## src/rtl/rx_edge_sampler_if.sv

```systemverilog
// Signal bundle between the RX FSM side and the edge sampler.
// master drives the line and controls; slave returns counters and the voted bit.
interface rx_edge_sampler_if;
    logic       RX_IN;
    logic       enable;
    logic [5:0] prescale;
    logic [4:0] edge_cnt;
    logic [3:0] bit_cnt;
    logic       sampled_bit;
    logic       sample_done;
    logic       frame_done;

    modport master (
        output RX_IN,
        output enable,
        output prescale,
        input  edge_cnt,
        input  bit_cnt,
        input  sampled_bit,
        input  sample_done,
        input  frame_done
    );

    modport slave (
        input  RX_IN,
        input  enable,
        input  prescale,
        output edge_cnt,
        output bit_cnt,
        output sampled_bit,
        output sample_done,
        output frame_done
    );
endinterface

```

## src/rtl/rx_edge_sampler.sv

```systemverilog
// UART RX timing stage: oversampling edge/bit counters plus a three-sample
// majority vote around mid-bit of the synchronised RX line.
module rx_edge_sampler #(
    parameter int unsigned FRAME_BITS  = 11,
    parameter int unsigned SYNC_STAGES = 2
) (
    input logic              CLK,
    input logic              RST,
    rx_edge_sampler_if.slave bus
);

    logic [SYNC_STAGES-1:0] sync_q;
    logic                   rx_s;

    logic [5:0] p_q;
    logic [5:0] p_sel;
    logic [5:0] p_last;
    logic [5:0] mid;
    logic [5:0] edge_ext;
    logic [3:0] last_bit;

    logic [4:0] edge_q, edge_d;
    logic [3:0] bit_q, bit_d;
    logic       s0_q, s0_d;
    logic       s1_q, s1_d;
    logic       sb_q, sb_d;
    logic       sd_q, sd_d;
    logic       fd_q, fd_d;

    assign rx_s     = sync_q[SYNC_STAGES-1];
    assign p_last   = p_q - 6'd1;
    assign mid      = p_q >> 1;
    assign edge_ext = {1'b0, edge_q};
    assign last_bit = 4'(FRAME_BITS - 1);

    // Unsupported ratios fall back to x8 rather than producing an odd period.
    always_comb begin
        p_sel = 6'd8;
        if (bus.prescale == 6'd8 || bus.prescale == 6'd16 || bus.prescale == 6'd32) begin
            p_sel = bus.prescale;
        end
    end

    always_comb begin
        edge_d = edge_q;
        bit_d  = bit_q;
        s0_d   = s0_q;
        s1_d   = s1_q;
        sb_d   = sb_q;
        sd_d   = 1'b0;
        fd_d   = 1'b0;

        if (!bus.enable) begin
            edge_d = 5'd0;
            bit_d  = 4'd0;
        end else begin
            if (edge_ext == p_last) begin
                edge_d = 5'd0;
                if (bit_q == last_bit) begin
                    bit_d = 4'd0;
                    fd_d  = 1'b1;
                end else begin
                    bit_d = bit_q + 4'd1;
                end
            end else begin
                edge_d = edge_q + 5'd1;
            end

            if (edge_ext == mid - 6'd1) begin
                s0_d = rx_s;
            end
            if (edge_ext == mid) begin
                s1_d = rx_s;
            end
            if (edge_ext == mid + 6'd1) begin
                sb_d = (s0_q & s1_q) | (s0_q & rx_s) | (s1_q & rx_s);
                sd_d = 1'b1;
            end
        end
    end

    always_ff @(posedge CLK) begin
        if (RST) begin
            sync_q <= '1;
            p_q    <= 6'd8;
            edge_q <= 5'd0;
            bit_q  <= 4'd0;
            s0_q   <= 1'b1;
            s1_q   <= 1'b1;
            sb_q   <= 1'b1;
            sd_q   <= 1'b0;
            fd_q   <= 1'b0;
        end else begin
            sync_q <= {sync_q[SYNC_STAGES-2:0], bus.RX_IN};
            // Ratio is frozen for the whole enabled window.
            if (!bus.enable) begin
                p_q <= p_sel;
            end
            edge_q <= edge_d;
            bit_q  <= bit_d;
            s0_q   <= s0_d;
            s1_q   <= s1_d;
            sb_q   <= sb_d;
            sd_q   <= sd_d;
            fd_q   <= fd_d;
        end
    end

    assign bus.edge_cnt    = edge_q;
    assign bus.bit_cnt     = bit_q;
    assign bus.sampled_bit = sb_q;
    assign bus.sample_done = sd_q;
    assign bus.frame_done  = fd_q;

endmodule

```

## src/flat_wrapper.sv

```systemverilog
// flat-port wrapper written by rule: the top's interface ports become plain ports
module rx_edge_sampler_flat 
#(
    parameter int unsigned FRAME_BITS  = 11,
    parameter int unsigned SYNC_STAGES = 2
)
  (CLK, RST, bus_RX_IN, bus_enable, bus_prescale, bus_edge_cnt, bus_bit_cnt, bus_sampled_bit, bus_sample_done, bus_frame_done);
  rx_edge_sampler_if bus_i ();
  input logic CLK;
  input logic RST;
  input wire logic [$bits(bus_i.RX_IN)-1:0] bus_RX_IN;
  input wire logic [$bits(bus_i.enable)-1:0] bus_enable;
  input wire logic [$bits(bus_i.prescale)-1:0] bus_prescale;
  output wire logic [$bits(bus_i.edge_cnt)-1:0] bus_edge_cnt;
  output wire logic [$bits(bus_i.bit_cnt)-1:0] bus_bit_cnt;
  output wire logic [$bits(bus_i.sampled_bit)-1:0] bus_sampled_bit;
  output wire logic [$bits(bus_i.sample_done)-1:0] bus_sample_done;
  output wire logic [$bits(bus_i.frame_done)-1:0] bus_frame_done;
  assign bus_i.RX_IN = bus_RX_IN;
  assign bus_i.enable = bus_enable;
  assign bus_i.prescale = bus_prescale;
  assign bus_edge_cnt = bus_i.edge_cnt;
  assign bus_bit_cnt = bus_i.bit_cnt;
  assign bus_sampled_bit = bus_i.sampled_bit;
  assign bus_sample_done = bus_i.sample_done;
  assign bus_frame_done = bus_i.frame_done;
  rx_edge_sampler #(.FRAME_BITS(FRAME_BITS), .SYNC_STAGES(SYNC_STAGES)) u_core (.CLK(CLK), .RST(RST), .bus(bus_i));
endmodule
```

## config.mk

```make
export PLATFORM = sky130hd
export DESIGN_NAME = rx_edge_sampler_flat
export DESIGN_NICKNAME = d
export VERILOG_FILES = /design/src/rtl/rx_edge_sampler_if.sv /design/src/rtl/rx_edge_sampler.sv /design/src/flat_wrapper.sv
export SDC_FILE = /design/constraint.sdc
export NUM_CORES = 1
export LEC_CHECK = 0
export ABC_CLOCK_PERIOD_IN_PS = 5450
export BUFFER_PORTS_ARGS = -buffer_cell sky130_fd_sc_hd__buf_2
export CORE_ASPECT_RATIO = 1.2
export CORE_UTILIZATION = 59
export DETAILED_ROUTE_END_ITERATION = 16
export PLACE_DENSITY = 0.83
export SLEW_MARGIN = 40
export SYNTH_ARGS = -nofsm -noshare
export SYNTH_HDL_FRONTEND = slang
export SYNTH_SLANG_ARGS = --single-unit
```

## constraint.sdc

```tcl
create_clock -name CLK -period 5.45 [get_ports CLK]
set_input_delay 0 -clock CLK [delete_from_list [all_inputs] [get_ports CLK]]
set_output_delay 0 -clock CLK [all_outputs]
set_load 0.05 [all_outputs]
```

==> impl_summary.log <==
INFO  metric synthAdderAreaFrac = 4.78%
INFO  metric fin_util = 71.9%
INFO  metric status = finished clean
INFO  metric tritoncts = built
INFO  metric buffer_ports.inserted = 21
INFO  metric min_period_over_period = 42.2%
INFO  metric clock_sinks = 22
INFO  metric critical_r2r_capture = u_core.bus.bit_cnt[2]
INFO  metric cp_data_arrival_time = 2.52 ns
INFO  metric post-cts-setup-buffer-count = 0
INFO  metric cts.repair.resized = 0
INFO  metric drc = 0
INFO  metric drt_first_pass_iters = 4
INFO  metric cp-endpoint = u_core.bus.bit_cnt[2]
INFO  metric vdd_drop_max = 0.203 mV
INFO  metric hold_path.class = input pin to register
INFO  metric clkSlewWorstSetupHoldPaths = 0.12 ns
INFO  metric post_synth.cell_area_avg = 8.62 um^2
INFO  metric synth-main-ff-cell = sky130_fd_sc_hd__dfxtp_1
INFO  metric worst_r2r_path_depth = 7
INFO  metric post_synth_xor_area_fraction = 11.4%
INFO  metric critical-path-max-stage-delay = 0.53 ns
INFO  metric setup-tns-final = 0 ns
INFO  metric initial_utilization = 63.2%
INFO  metric crit_path_top_delay_cell = sky130_fd_sc_hd__dfxtp_1
INFO  metric multiInputGateArea = 798 um^2
INFO  metric maxCapViolations = 0
INFO  metric cts-root-buf = sky130_fd_sc_hd__clkbuf_4
INFO  metric detail_route.iter0.violations = 30
INFO  metric grt_usage = 27.0%
INFO  metric layout.area.seq = 440 um^2
INFO  metric floorplan.io_pins = 22
INFO  metric worst_r2r_startpoint = u_core.p_q[2]
INFO  metric fillerInstances = 166
INFO  metric reg2reg_setup_slack = 3.15 ns
INFO  metric worst-setup-path-type = register to register
INFO  metric synth_area = 1310 um^2
INFO  metric post_drt_wl_per_cell = 14.1 um
INFO  metric power.static_leakage = 0.621 nW
INFO  metric worstSkewPairLatency = 0.31 ns
INFO  metric nets = 189
INFO  metric setup.worst_path.start_class = register
INFO  metric first_pass_grt_wire_length = 4790 um
INFO  metric critPathMaxFanout = 8
INFO  metric detailedPlacementHpwl = 2070 um
INFO  metric power-per-cell-area = 209 nW/um^2
INFO  metric async_reset_ff_share = 0%
INFO  metric antenna_found_initial = 0
INFO  metric floorplan.rows = 18
INFO  metric cts-root-to-sink-buffers = 2
INFO  metric cts_hold_buf = 3
INFO  metric max_slew.worst_pin.slew = 0.447 ns
INFO  metric final_max_slew_viol_count = 0
INFO  metric grt.overflow.total = 0
INFO  metric numCtsBuffers = 3
INFO  metric synth_simple_gate_area_share = 25.0%
INFO  metric post_synth_inst_count = 152
INFO  metric via_per_inst = 6.00
INFO  metric count_of_flip_flops_with_a_built_in_enable_after_synthesis = 0
INFO  metric crit_required = 5.67 ns
INFO  metric die_x = 45.0 um
INFO  metric synth_cell_type_count = 44
INFO  metric clock_skew = 0.00282 ns
INFO  metric rsz0062_at_grt = no
INFO  metric crit_path_end_kind = register
INFO  metric antenna_violating_nets_post_route = 0
INFO  metric cts.htree.levels = 1
INFO  metric setup_viol = 0
INFO  metric die_area = 2410 um^2
INFO  metric report.final.hold_viol_count = 0
INFO  metric syn_nets = 167
INFO  metric via_count_of_the_first_global_routing_pass = 1070
INFO  metric n_antenna_cell = 0
INFO  metric synth-compound-area-share = 18.2%
INFO  metric dominant_combinational_cell_family_by_area_after_synthesis = simple AND/OR/NAND/NOR gates
INFO  metric post_synthesis_sequential_element_count = 22
INFO  metric grt_max_degree = 14
INFO  metric fmax = 435 MHz
INFO  metric drive_above_1_share = 19.7%
INFO  metric core-area = 2070 um^2
INFO  metric vias = 1218
INFO  metric synth-warning-count = 0
INFO  metric relSlewSlack = 70.2%
INFO  metric crit_start = u_core.p_q[2]
INFO  metric layout_min_cycle_time = 2.30 ns
INFO  metric gp_routability_congestion = 0.912
INFO  metric synth.area.mux_share = 1.53%
INFO  metric syn_to_final_growth = 13.8%
INFO  metric sequential_cell_area_fraction_in_the_yosys_report = 33.6%
INFO  metric timing.critical_path.cells = inv_1 > ha_1 > a21boi_1 > xnor2_1 > nand4_1 > o311a_1 > a41o_1
INFO  metric wl = 2860 um
INFO  metric dieHeight = 53.6 um
[worst min path at each step]
stage                         start                endpoint  slack, ns  cells after the start
floorplan                       RST  u_core.bus.sample_done       0.07                      1
global placement          bus_RX_IN        u_core.sync_q[0]       0.19                      2
detailed placement        bus_RX_IN        u_core.sync_q[0]       0.19                      2
CTS                 bus_prescale[3]           u_core.p_q[3]      0.008                      3
global route        bus_prescale[3]           u_core.p_q[3]       0.01                      3
finish              bus_prescale[3]           u_core.p_q[3]      0.009                      3
[cells in the final DEF, fill, tap and decap left out, types with 3 or more instances in the layout]
cell type and n:
sky130_fd_sc_hd__dfxtp_1 22, sky130_fd_sc_hd__nor2_1 15, sky130_fd_sc_hd__nand4_1 4, sky130_fd_sc_hd__inv_1 7, sky130_fd_sc_hd__o21ai_0 5, sky130_fd_sc_hd__clkbuf_4 3
sky130_fd_sc_hd__xnor2_1 8, sky130_fd_sc_hd__xor2_1 9, sky130_fd_sc_hd__nor3_1 6, sky130_fd_sc_hd__dlygate4sd3_1 3, sky130_fd_sc_hd__nand3_1 8, sky130_fd_sc_hd__ha_1 5
sky130_fd_sc_hd__o31ai_1 3, sky130_fd_sc_hd__nand2_1 6, sky130_fd_sc_hd__buf_2 21, sky130_fd_sc_hd__nor2b_1 6, sky130_fd_sc_hd__a21oi_1 6
[metal layers]
metal  GRT usage (%)  routed length [um]  vias to the layer above
li1                -                   -                      587
met1            31.1                1160                      554
met2            48.3                1430                       62
met3            3.69                 159                       15
met4            12.6                 106                        0
met5               0                   0                        -
[where the power goes]
part / total [mW] / internal [mW] / switching [mW]
clock: 0.125 / 0.0744 / 0.0506
sequential: 0.165 / 0.162 / 0.00238
combinational: 0.0212 / 0.00901 / 0.0122
total: 0.311 / 0.246 / 0.0651
[area by class of cell]
| class | count | area share (%) |
|---|---|---|
| inverter | 7 | 1.76 |
| timing repair buffer | 24 | 9.07 |
| sequential | 22 | 29.6 |
| multi-input combinational | 116 | 53.6 |
| clock inverter | 1 | 2.02 |
| clock buffer | 3 | 1.51 |
| tap | 30 | 2.52 |
[sequential cells by signal, indices dropped and copies added, names as in the netlist]
signal,cells
u_core.bus.bit_cnt,4
u_core.bus.edge_cnt,5
u_core.bus.frame_done,1
u_core.bus.sample_done,1
u_core.bus.sampled_bit,1
u_core.p_q,6
u_core.s0_q,1
u_core.s1_q,1
u_core.sync_q,2
[synth_stat cells (3+ instances only)]
master                      n  area, um^2
sky130_fd_sc_hd__nor3_1     6        30.0
sky130_fd_sc_hd__o21ai_0    5        25.0
sky130_fd_sc_hd__clkbuf_1   4        15.0
sky130_fd_sc_hd__inv_1      7        26.3
sky130_fd_sc_hd__xnor2_1    8        70.1
sky130_fd_sc_hd__nor2b_1    6        37.5
sky130_fd_sc_hd__nand2_1    6        22.5
sky130_fd_sc_hd__nor2_1    15        56.3
sky130_fd_sc_hd__o31ai_1    3        22.5
sky130_fd_sc_hd__ha_1       5        62.6
sky130_fd_sc_hd__dfxtp_1   22         440
sky130_fd_sc_hd__xor2_1     9        78.8
sky130_fd_sc_hd__nand4_1    4        25.0
sky130_fd_sc_hd__nand3_1    8        40.0
sky130_fd_sc_hd__a21oi_1    6        30.0
[cells by family after synthesis]
logic type | count (synthesis)
adders and majority gates | 5
muxes | 2
AOI/OAI and AO/OA | 32
xor gates and xnor gates | 17
buffers and inverters | 14
DFF | 22
and+or+nand+nor | 60
[through the flow]
step / cell area, um^2 / hold slack [ns] / cells / power (mW) / setup slack, ns
floorplan: 1310 / 0.0724 / 152 / 0.181 / 3.37
global placement: 1410 / 0.186 / 196 / 0.187 / 3.40
detailed placement: 1410 / 0.195 / 196 / 0.188 / 3.27
CTS: 1490 / 0.00835 / 203 / 0.312 / 3.21
global route: 1490 / 0.0137 / 203 / 0.324 / 3.01
finish: 1490 / 0.00861 / 203 / 0.311 / 3.15
[worst max-delay path: cells and delay by family, from the launching register on]
family                   cells  cell delay (ns)
flip-flops                   1             0.53
XOR/XNOR                     1             0.19
AND/OR/NAND/NOR              1             0.26
AO/OA/AOI/OAI                3             0.90
adder cells (fa/ha/maj)      1             0.20
buffers and inverters        1             0.14
Power figures use the tool's default switching activity.
